[src/rtl/tick_scheduler.sv]
// rtl/tick_scheduler.sv - shared prescaler plus N_CH software-style tick timers
//
// Ports:
//   clk, reset          system clock; asynchronous active-low reset
//   en                  global run enable (0 freezes prescaler and counts)
//   cfg_valid/ready     config handshake, accepted when both are 1 on an edge
//   cfg_op              00 nop, 01 start, 10 stop, 11 reserved (nop)
//   cfg_ch              target channel
//   cfg_period          period in base ticks (start only)
//   cfg_periodic        1 auto-reload, 0 one-shot (start only)
//   cfg_err             one-clock pulse: start requested with period 0
//   tick                one-clock pulse per base tick
//   expire              per-channel one-clock expiry pulse, coincident with tick
//   active              per-channel running flag
//   rd_ch / rd_count    combinational readback of a channel's remaining count
module tick_scheduler #(
    parameter int CLK_DIV = 50000,
    parameter int CH_W    = 2,
    parameter int CNT_W   = 16
) (
    input  logic                   clk,
    input  logic                   reset,
    input  logic                   en,
    input  logic                   cfg_valid,
    output logic                   cfg_ready,
    input  logic [1:0]             cfg_op,
    input  logic [CH_W-1:0]        cfg_ch,
    input  logic [CNT_W-1:0]       cfg_period,
    input  logic                   cfg_periodic,
    output logic                   cfg_err,
    output logic                   tick,
    output logic [(1<<CH_W)-1:0]   expire,
    output logic [(1<<CH_W)-1:0]   active,
    input  logic [CH_W-1:0]        rd_ch,
    output logic [CNT_W-1:0]       rd_count
);

    localparam int N_CH = 1 << CH_W;
    localparam int PW   = (CLK_DIV > 2) ? $clog2(CLK_DIV) : 1;
    localparam logic [PW-1:0] PRESC_MAX = PW'(CLK_DIV - 1);
    localparam logic [1:0] OP_START = 2'b01;
    localparam logic [1:0] OP_STOP  = 2'b10;

    logic [PW-1:0]    presc;
    logic [CNT_W-1:0] count  [N_CH];
    logic [CNT_W-1:0] reload [N_CH];
    logic [N_CH-1:0]  periodic;

    logic tc;
    logic accept;
    logic do_start;
    logic do_kill;
    logic start_zero;

    // Terminal-count cycle: the edge closing this cycle is the tick edge.
    assign tc = en && (presc == PRESC_MAX);

    // Config writes are blocked in the TC cycle so they never race the
    // tick update; held low combinationally while reset is asserted.
    assign cfg_ready = reset && !tc;
    assign accept    = cfg_valid && cfg_ready;

    assign start_zero = accept && (cfg_op == OP_START) && (cfg_period == '0);
    assign do_start   = accept && (cfg_op == OP_START) && (cfg_period != '0);
    // A zero-period start is treated as a forced stop of the target channel.
    assign do_kill    = (accept && (cfg_op == OP_STOP)) || start_zero;

    assign rd_count = count[rd_ch];

    always_ff @(posedge clk or negedge reset) begin
        if (!reset) begin
            presc   <= '0;
            tick    <= 1'b0;
            cfg_err <= 1'b0;
        end else begin
            tick    <= tc;
            cfg_err <= start_zero;
            if (en) begin
                presc <= tc ? '0 : presc + PW'(1);
            end
        end
    end

    always_ff @(posedge clk or negedge reset) begin
        if (!reset) begin
            expire   <= '0;
            active   <= '0;
            periodic <= '0;
            for (int i = 0; i < N_CH; i++) begin
                count[i]  <= '0;
                reload[i] <= '0;
            end
        end else begin
            for (int i = 0; i < N_CH; i++) begin
                expire[i] <= tc && active[i] && (count[i] == CNT_W'(1));
                // accept and tc are mutually exclusive, so the tick update
                // and a config write can never target the same edge.
                if (tc) begin
                    if (active[i]) begin
                        if (count[i] == CNT_W'(1)) begin
                            if (periodic[i]) begin
                                count[i] <= reload[i];
                            end else begin
                                count[i]  <= '0;
                                active[i] <= 1'b0;
                            end
                        end else begin
                            count[i] <= count[i] - CNT_W'(1);
                        end
                    end
                end else if (cfg_ch == CH_W'(i)) begin
                    if (do_start) begin
                        count[i]    <= cfg_period;
                        reload[i]   <= cfg_period;
                        periodic[i] <= cfg_periodic;
                        active[i]   <= 1'b1;
                    end else if (do_kill) begin
                        count[i]  <= '0;
                        active[i] <= 1'b0;
                    end
                end
            end
        end
    end

endmodule

[config.mk]
export PLATFORM = sky130hd
export DESIGN_NAME = tick_scheduler
export DESIGN_NICKNAME = d
export VERILOG_FILES = /design/src/rtl/tick_scheduler.sv
export SDC_FILE = /design/constraint.sdc
export NUM_CORES = 1
export LEC_CHECK = 0
export ABC_CLOCK_PERIOD_IN_PS = 5200
export CAP_MARGIN = 5
export CORE_MARGIN = 8
export CORE_UTILIZATION = 49
export DETAILED_ROUTE_END_ITERATION = 12
export HOLD_SLACK_MARGIN = 0.15
export PLACE_DENSITY = 0.68
export SLEW_MARGIN = 40
export SYNTH_ARGS = -nofsm -noshare
export SYNTH_HDL_FRONTEND = slang
export SYNTH_SLANG_ARGS = --single-unit
[constraint.sdc]
create_clock -name clk -period 5.2 [get_ports clk]
set_input_delay 0.52 -clock clk [delete_from_list [all_inputs] [get_ports clk]]
set_output_delay 0.52 -clock clk [all_outputs]
set_load 0.02 [all_outputs]
Word-level counts from Yosys, hierarchy flattened. Index checks and enable logic that the tools add are counted.

Register bits: 158. Bits of input ports: 27. Output and inout port bits: 27. Word-level logic and storage cells: 127.

$add $sub $neg: 5. Order comparisons: 1. Eq/ne operators: 14. Mux-type cells: 48. Bitwise gates (word level): 2. Reductions and logical operators: 37.

Operators by type and width (count): two-way mux 16 bit (25); equality test 16 x 1 -> 1 bit, second input constant (4); subtractor 16 x 1 -> 16 bit, second input constant (4); binary-select mux 16 bit (select 2 bit) (1); AND reduction 3 bit (8); two-way mux 1 bit (22); adder 16 x 1 -> 16 bit, second input constant (1); equality test 16 bit, second input constant (1); logical NOT 16 bit (1); nonzero test 16 bit (1); logical AND 1 bit (15); != test 2 bit, second input constant (4); AND reduction 2 bit (4); nonzero test 2 bit (4); equality test 2 bit, second input constant (3); equality test 2 x 1 -> 1 bit, second input constant (2); greater-or-equal comparator 3 bit, second input constant (1); inverter 2 -> 3 bit (1); nonzero test 3 bit (1); logical NOT 2 bit (1); logical NOT 1 bit (1); logical OR 1 bit (1); inverter 1 bit (1).

Longest topological paths before layout. Gate-level depths: netlist of the first run.

Depth in word-level cells: 12. Mapped depth: 10. Depth with buffers taken out: 8.

Worst setup path before layout of the first run. No wires, ideal clock.

Path type: register to register. From: reg presc[5]. To: reg reload[39] (netlist name). Setup time: 0.125 ns. Data arrival time: 2.531 ns. Required time: 5.075 ns. Path slack: 2.544 ns. Cell stages (with the launch flop): 9. Path buffers: 3. Period minus slack after synthesis: 2.656 ns. Cell sequence: dfrtp_1 > or4b_1 > or4_1 > buf_2 > and3_1 > buf_2 > nand3b_2 > buf_4 > mux2_2.

Cells in the longest elaborated chain, start to end: 8. Elaborated cells between the ends (all ways): 9. Classes of those cells: 1 x eq/ne; 1 x bitwise; 7 x reduce/logical.

Ends and longest elaborated chain: start: declaration (RTL line 44) `logic [PW-1:0] presc;`; start signal: assignment (RTL line 79) `presc <= tc ? '0 : presc + PW'(1);`; equality test 16 bit * (RTL line 56) `assign tc = en && (presc == PRESC_MAX);`; logical AND 1 bit * (RTL line 56); logical NOT 1 bit (RTL line 60) `assign cfg_ready = reset && !tc;`; logical AND 1 bit (RTL line 60); logical AND 1 bit (RTL line 61) `assign accept = cfg_valid && cfg_ready;`; logical AND 1 bit (2 in series) (RTL line 64) `assign do_start = accept && (cfg_op == OP_START) && (cfg_period != '0);`; AND reduction 3 bit (no source line) *; end signal: indexed assignment (RTL line 114) `reload[i] <= cfg_period;`; end: declaration (RTL line 46) `logic [CNT_W-1:0] reload [N_CH];`.

Mark *: on every way between the ends. The rest lies on a longest branch, timed or not. A chain may end at the register's enable or synchronous reset.

Worst setup path in the final report of the first run.
From: in en. To: out cfg_ready.

Cells in the longest elaborated chain, start to end: 3.

Ends and longest elaborated chain: start: declaration (RTL line 23) `input logic en,`; logical AND 1 bit (RTL line 56); logical NOT 1 bit (RTL line 60); logical AND 1 bit (RTL line 60); end: declaration (RTL line 25) `output logic cfg_ready,`.

No other way between the ends.

==> results.sh, run 1 <==
export IMPL_syn_area_per_cell_um2=9.83
export IMPL_worst_pin_slew_ps=819
export IMPL_worstHoldPathType="flop to flop"
export IMPL_dieHeight_um=151
export IMPL_finalCritPeriodShare=0.682
export IMPL_cts_setup_buffers=0
export IMPL_antenna_left=0
export IMPL_grt_pass1_vias=7296
export IMPL_synth_ff_type="dfrtp_1"
export IMPL_holdBufCountCts=1
export IMPL_seq_area_frac_synth=0.443
export IMPL_cts_resized_gates=0
export IMPL_cts_sinks=158
export IMPL_status="completed"
export IMPL_worst_path_dominant_cell_family="simple AND/OR/NAND/NOR gates"
export IMPL_drive_gt1_frac=0.153
export IMPL_layout_nets=978
export IMPL_n_antenna_cell=0
export IMPL_p_per_area_nw_per_um2=389
export IMPL_drtPass1Iterations=8
export IMPL_io_pins=54
export IMPL_dp_hpwl_um=19300
export IMPL_cts_tree="done"
export IMPL_max_slew_margin=0.453
export IMPL_cts_root_buffer="clkbuf_16"
export IMPL_viasPerCell=6.44
export IMPL_antenna_found_initial=0
export IMPL_p_total_uw=3990
export IMPL_initial_core_util=0.498
export IMPL_required_ps=4680
export IMPL_cp_arrival_ps=3020
export IMPL_grt_max_degree=62
export IMPL_syn_to_final_growth_pct=15.0
export IMPL_p_leak_uw=0.00426
export IMPL_drc=0
export IMPL_cpPeakStageDelay_ps=860
export IMPL_syn_area_um2=8920
export IMPL_slew_viol_final=0
export IMPL_routed_via_count=7622
export IMPL_synth_edf_count=0
export IMPL_yosys_register_bits=158
export IMPL_crit_type="input pin to output port"
export IMPL_crit_path_start_kind="input pin"
export IMPL_ir_drop_mv=0.258
export IMPL_synth_distinct_cells=59
export IMPL_drv_cap=0
export IMPL_gp_congestion=0.971
export IMPL_clk_pin_slew_ps=60
export IMPL_synthCells=908
export IMPL_htreeDepth=4
export IMPL_coreArea_um2=17900
export IMPL_finalSetupTns_ps=0
export IMPL_crit_top_cell="clkdlybuf4s50_1"
export IMPL_critPathCaptureType="output port"
export IMPL_cts_inserted_buffers=17
export IMPL_dieWidth_um=151
export IMPL_cp_max_fo=13
export IMPL_async_flop_share=1.00
export IMPL_fmax_mhz=282
export IMPL_drtIter0Drc=953
export IMPL_reg2reg_slack_ps=1720
export IMPL_crit_slowest_cell="or4_1"
export IMPL_grt_overflow=0
export IMPL_rows=49
export IMPL_path_buf_inv=2
export IMPL_grt_pass1_wl_um=44300
export IMPL_insertion_delay_ps=440
export IMPL_synth_fp_nets=944
export IMPL_ys_warn_count=0
export IMPL_utilization=0.573
export IMPL_stdcell_count=1184
export IMPL_setup_viol_count_final=0
export IMPL_detail_route_wl_per_cell_um=24.5
export IMPL_grt_setup_unrepaired="false"
export IMPL_track_usage=0.263
export IMPL_period_minus_slack_ps=3540
export IMPL_finalHoldViolCount=0
export IMPL_place_inst=1151
export IMPL_die_area_um2=22800
export IMPL_clk_path_buf_depth=2
export IMPL_path_cells="clkdlybuf4s50_1, nand4_1, or4_1, and2_1, clkdlybuf4s50_1"
export IMPL_finClkSkew_ps=11.7
export IMPL_io_buffers=53
export IMPL_wl_um=29000
-- registers in the layout, summed over array words and instances, names as in the netlist --
signal and count:
count 64, reload 64, presc 16, active 4, expire 4, periodic 4, cfg_err 1, tick 1
-- worst min-delay path: cells and delay by family, from the launching register on --
| kind | cells | cell delay [ps] |
|---|---|---|
| DFF | 1 | 350 |
| and+or+nand+nor | 2 | 110 |
-- Yosys cell counts (7+ instances only) --
cell type,number,share of area
a211o_1,16,0.016
a21oi_1,60,0.034
a31oi_1,58,0.041
and3_1,15,0.011
clkbuf_1,40,0.017
dfrtp_1,158,0.44
ha_1,9,0.013
inv_1,14,0.0059
mux2_2,46,0.058
mux2_4,19,0.032
mux2i_1,7,0.0079
mux4_2,16,0.040
nand2_1,92,0.039
nand3_1,22,0.012
nand4_1,14,0.0098
nor2_1,107,0.045
nor3_1,11,0.0062
nor4_1,21,0.015
o21ai_0,28,0.016
or4_1,9,0.0076
xnor2_1,27,0.027
xor2_1,34,0.033
-- logic make-up after synthesis --
logic type,synth area share
xor+xnor,0.0599
simple gates,0.181
compound gates,0.130
mux,0.140
buf+inv,0.0339
fa+ha+maj,0.0126
flops,0.443
-- cells in the final DEF (no fill, tap or decap), types with 3 or more instances in the layout --
master           count
buf_6                3
xnor2_1             27
and3_1              15
a21oi_1             60
nand3_1             22
nor3b_1              3
clkbuf_8             4
clkbuf_16           17
inv_1               14
mux4_2              16
or2_2                4
o21ai_0             28
clkdlybuf4s50_1     51
a211o_1             16
a22oi_1              5
nand4b_1             5
or3_1                5
nor2_1             107
mux2_4              19
o31ai_1              4
mux2i_1              7
buf_4               14
dfrtp_1            158
a311o_1              3
nand2_1             91
nand4_1             14
nor3_1              11
or4_1                9
and2_1               3
xor2_1              34
nor4_2               3
clkinvlp_4           4
a31oi_1             58
mux2_2              46
nor4_1              18
ha_1                 9
nand3b_1             3
-- metrics by stage --
step | hold slack [ps] | setup WS (ps) | area (um2)
2_1_floorplan | 224 | 2540 | 8920
5_1_grt | 512 | 1430 | 10300
6_report | 485 | 1660 | 10300
3_3_place_gp | 458 | 1100 | 9620
3_5_place_dp | 467 | 1290 | 9640
4_1_cts | 484 | 1660 | 10200
-- where the power goes --
group / internal [uW] / switching [uW]
clock: 757 / 524
combinational: 454 / 460
sequential: 1430 / 362
-- metal layers --
metal,track usage,wire length (um),vias to the layer above
met3,0.0657,3100,101
met4,0.137,1450,0
met1,0.368,12200,3710
met2,0.369,12200,435
met5,0,0,-
li1,-,-,3376
-- layout make-up --
type,count,area [um2]
flip-flops and latches,158,3950
well taps,229,287
multi-input cells,680,4700
clock buffers,23,488
clock inverters,9,109
repair buffers,70,664
inverters,15,56.3
fillers,1594,7640
-- path summary, 6_finish.rpt --
path	to	startpoint	cells past startpoint
setup / recovery	cfg_ready	en	5
hold / removal	reload[63]	reload[63]	2
setup reg to reg	reload[40]	presc[0]	6
hold reg to reg	reload[63]	reload[63]	2
max in group asynchronous	reload[23]	reset	3
min in group asynchronous	count[30]	reset	2
Power figures use the tool's default switching activity.
==> run 2, diff against run 1 <==
ABC_CLOCK_PERIOD_IN_PS = 3300   (was 5200)
clock period = 3.3 ns   (was 5.2 ns; I/O delays follow)
==> run 2 against run 1 <==
Compared with the run above:
- worst hold slack improved by 3.6 ps
- clock power rose by 59%
- die area did not move
- first-iteration DRC count fell by 14%
- power rose by 58%
- combinational power rose by 64%
- sequential power rose by 55%
- utilization rose by 1.4 points
==> results.sh, run 2 (synthesis gave the netlist of run 1 again) <==
export IMPL_status="completed"
export IMPL_detail_route_wl_per_cell_um=22.9
export IMPL_crit_start="presc[7]"
export IMPL_worstHoldPathType="flop to flop"
export IMPL_reg2reg_to="reload[24]"
export IMPL_rows=49
export IMPL_io_pins=54
export IMPL_drive_gt1_frac=0.176
export IMPL_finalSetupTns_ps=0
export IMPL_p_per_area_nw_per_um2=600
export IMPL_grt_overflow=0
export IMPL_grt_max_degree=67
export IMPL_io_buffers=53
export IMPL_initial_core_util=0.498
export IMPL_ir_drop_mv=0.493
export IMPL_htreeDepth=4
export IMPL_drc=0
export IMPL_r2r_worst_path_cells=6
export IMPL_viasPerCell=6.26
export IMPL_cts_sinks=158
export IMPL_drv_cap=0
export IMPL_finalCritPeriodShare=0.917
export IMPL_cts_setup_buffers=0
export IMPL_layout_nets=1010
export IMPL_reg2reg_from="presc[5]"
export IMPL_max_slew_margin=0.502
export IMPL_crit_type="flop to output port"
export IMPL_setup_viol_count_final=0
export IMPL_grt_setup_unrepaired="false"
export IMPL_clk_path_buf_depth=2
export IMPL_wl_um=27800
export IMPL_pre_cts_slack_ps=79.3
export IMPL_cts_tree="done"
export IMPL_setup_slack_ps=274
export IMPL_p_leak_uw=0.00443
export IMPL_antenna_left=0
export IMPL_n_antenna_cell=0
export IMPL_cp_max_fo=4
export IMPL_fmax_mhz=330
export IMPL_dp_hpwl_um=19700
export IMPL_coreArea_um2=17900
export IMPL_insertion_delay_ps=430
export IMPL_worstHoldEndpoint="reload[47]"
export IMPL_final_cell_mix="dfrtp_1 (158), nor2_1 (107), nand2_1 (92)"
export IMPL_slew_viol_final=0
export IMPL_clk_pin_slew_ps=70
export IMPL_crit_path_start_kind="flop"
export IMPL_reg2reg_slack_ps=390
export IMPL_routed_via_count=7613
export IMPL_required_ps=2970
export IMPL_reg_top3="count x64, reload x64, presc x16"
export IMPL_drtIter0Drc=816
export IMPL_grt_pass1_vias=7106
export IMPL_cts_inserted_buffers=17
export IMPL_min_path_cells=2
export IMPL_cts_root_buffer="clkbuf_16"
export IMPL_hold_path_startpoint="reload[47]"
export IMPL_syn_to_final_growth_pct=17.8
export IMPL_critPathCaptureType="output port"
export IMPL_period_minus_slack_ps=3030
export IMPL_gp_congestion=0.962
export IMPL_die_area_um2=22800
export IMPL_mostFrequentLayoutCell="dfrtp_1"
export IMPL_dieWidth_um=151
export IMPL_worst_pin_slew_ps=747
export IMPL_cp_arrival_ps=2700
export IMPL_finClkSkew_ps=9.30
export IMPL_drtPass1Iterations=5
export IMPL_antenna_found_initial=0
export IMPL_dieHeight_um=151
export IMPL_track_usage=0.252
export IMPL_grt_pass1_wl_um=42900
export IMPL_finalHoldViolCount=0
## run 2: report_power, final
part / internal (uW) / switching (uW) / total, uW
clock: 1140 / 885 / 2030
sequential: 2250 / 527 / 2780
combinational: 746 / 750 / 1500
total: 4140 / 2160 / 6300
## run 2: what timing repair did
action                     4_1_cts  5_1_grt
hold endpoints to repair        38        0
gates resized for setup          0        0
hold buffers                     1        0
setup endpoints to repair        0        0
## run 2: worst max-delay path, cell delays in order (launching register included)
cell             delay (ps)
dfrtp_1                 410
or4b_1                  590
or4_1                   520
and2_1                  210
clkdlybuf4s50_1         530
## run 2: stage by stage
step	hold WS, ps	cell area (um2)	util	power (uW)	std cells
after global placement	437	9880	0.552	4230	1183
after global routing	502	10500	0.587	6600	1216
after floorplan	34.4	8920	-	3590	908
after detailed placement	448	9890	0.553	4270	1183
final	488	10500	0.587	6300	1216
after CTS	489	10500	0.587	6300	1216
## run 2: routing by layer
metal | GRT usage | share of wire | wire length, um
met1 | 0.354 | 0.43 | 12000
met2 | 0.363 | 0.43 | 11800
met3 | 0.0696 | 0.11 | 3010
met4 | 0.0935 | 0.035 | 970
met5 | 0 | 0 | 0
## run 2: area by class of cell
cell class / count / area [um2]
Sequential cell: 158 / 3950
Multi-Input combinational cell: 680 / 4690
Fill cell: 1538 / 7390
Tap cell: 229 / 287
Inverter: 15 / 56.3
Clock buffer: 17 / 425
Clock inverter: 15 / 181
Timing Repair Buffer: 102 / 918
## run 2: how the worst max path moves through the flow
stage,endpoint,slack (ps)
detailed placement,periodic[2],80
finish,cfg_ready,270
floorplan,reload[39],640
global route,cfg_ready,180
CTS,cfg_ready,240
global placement,reload[26],110
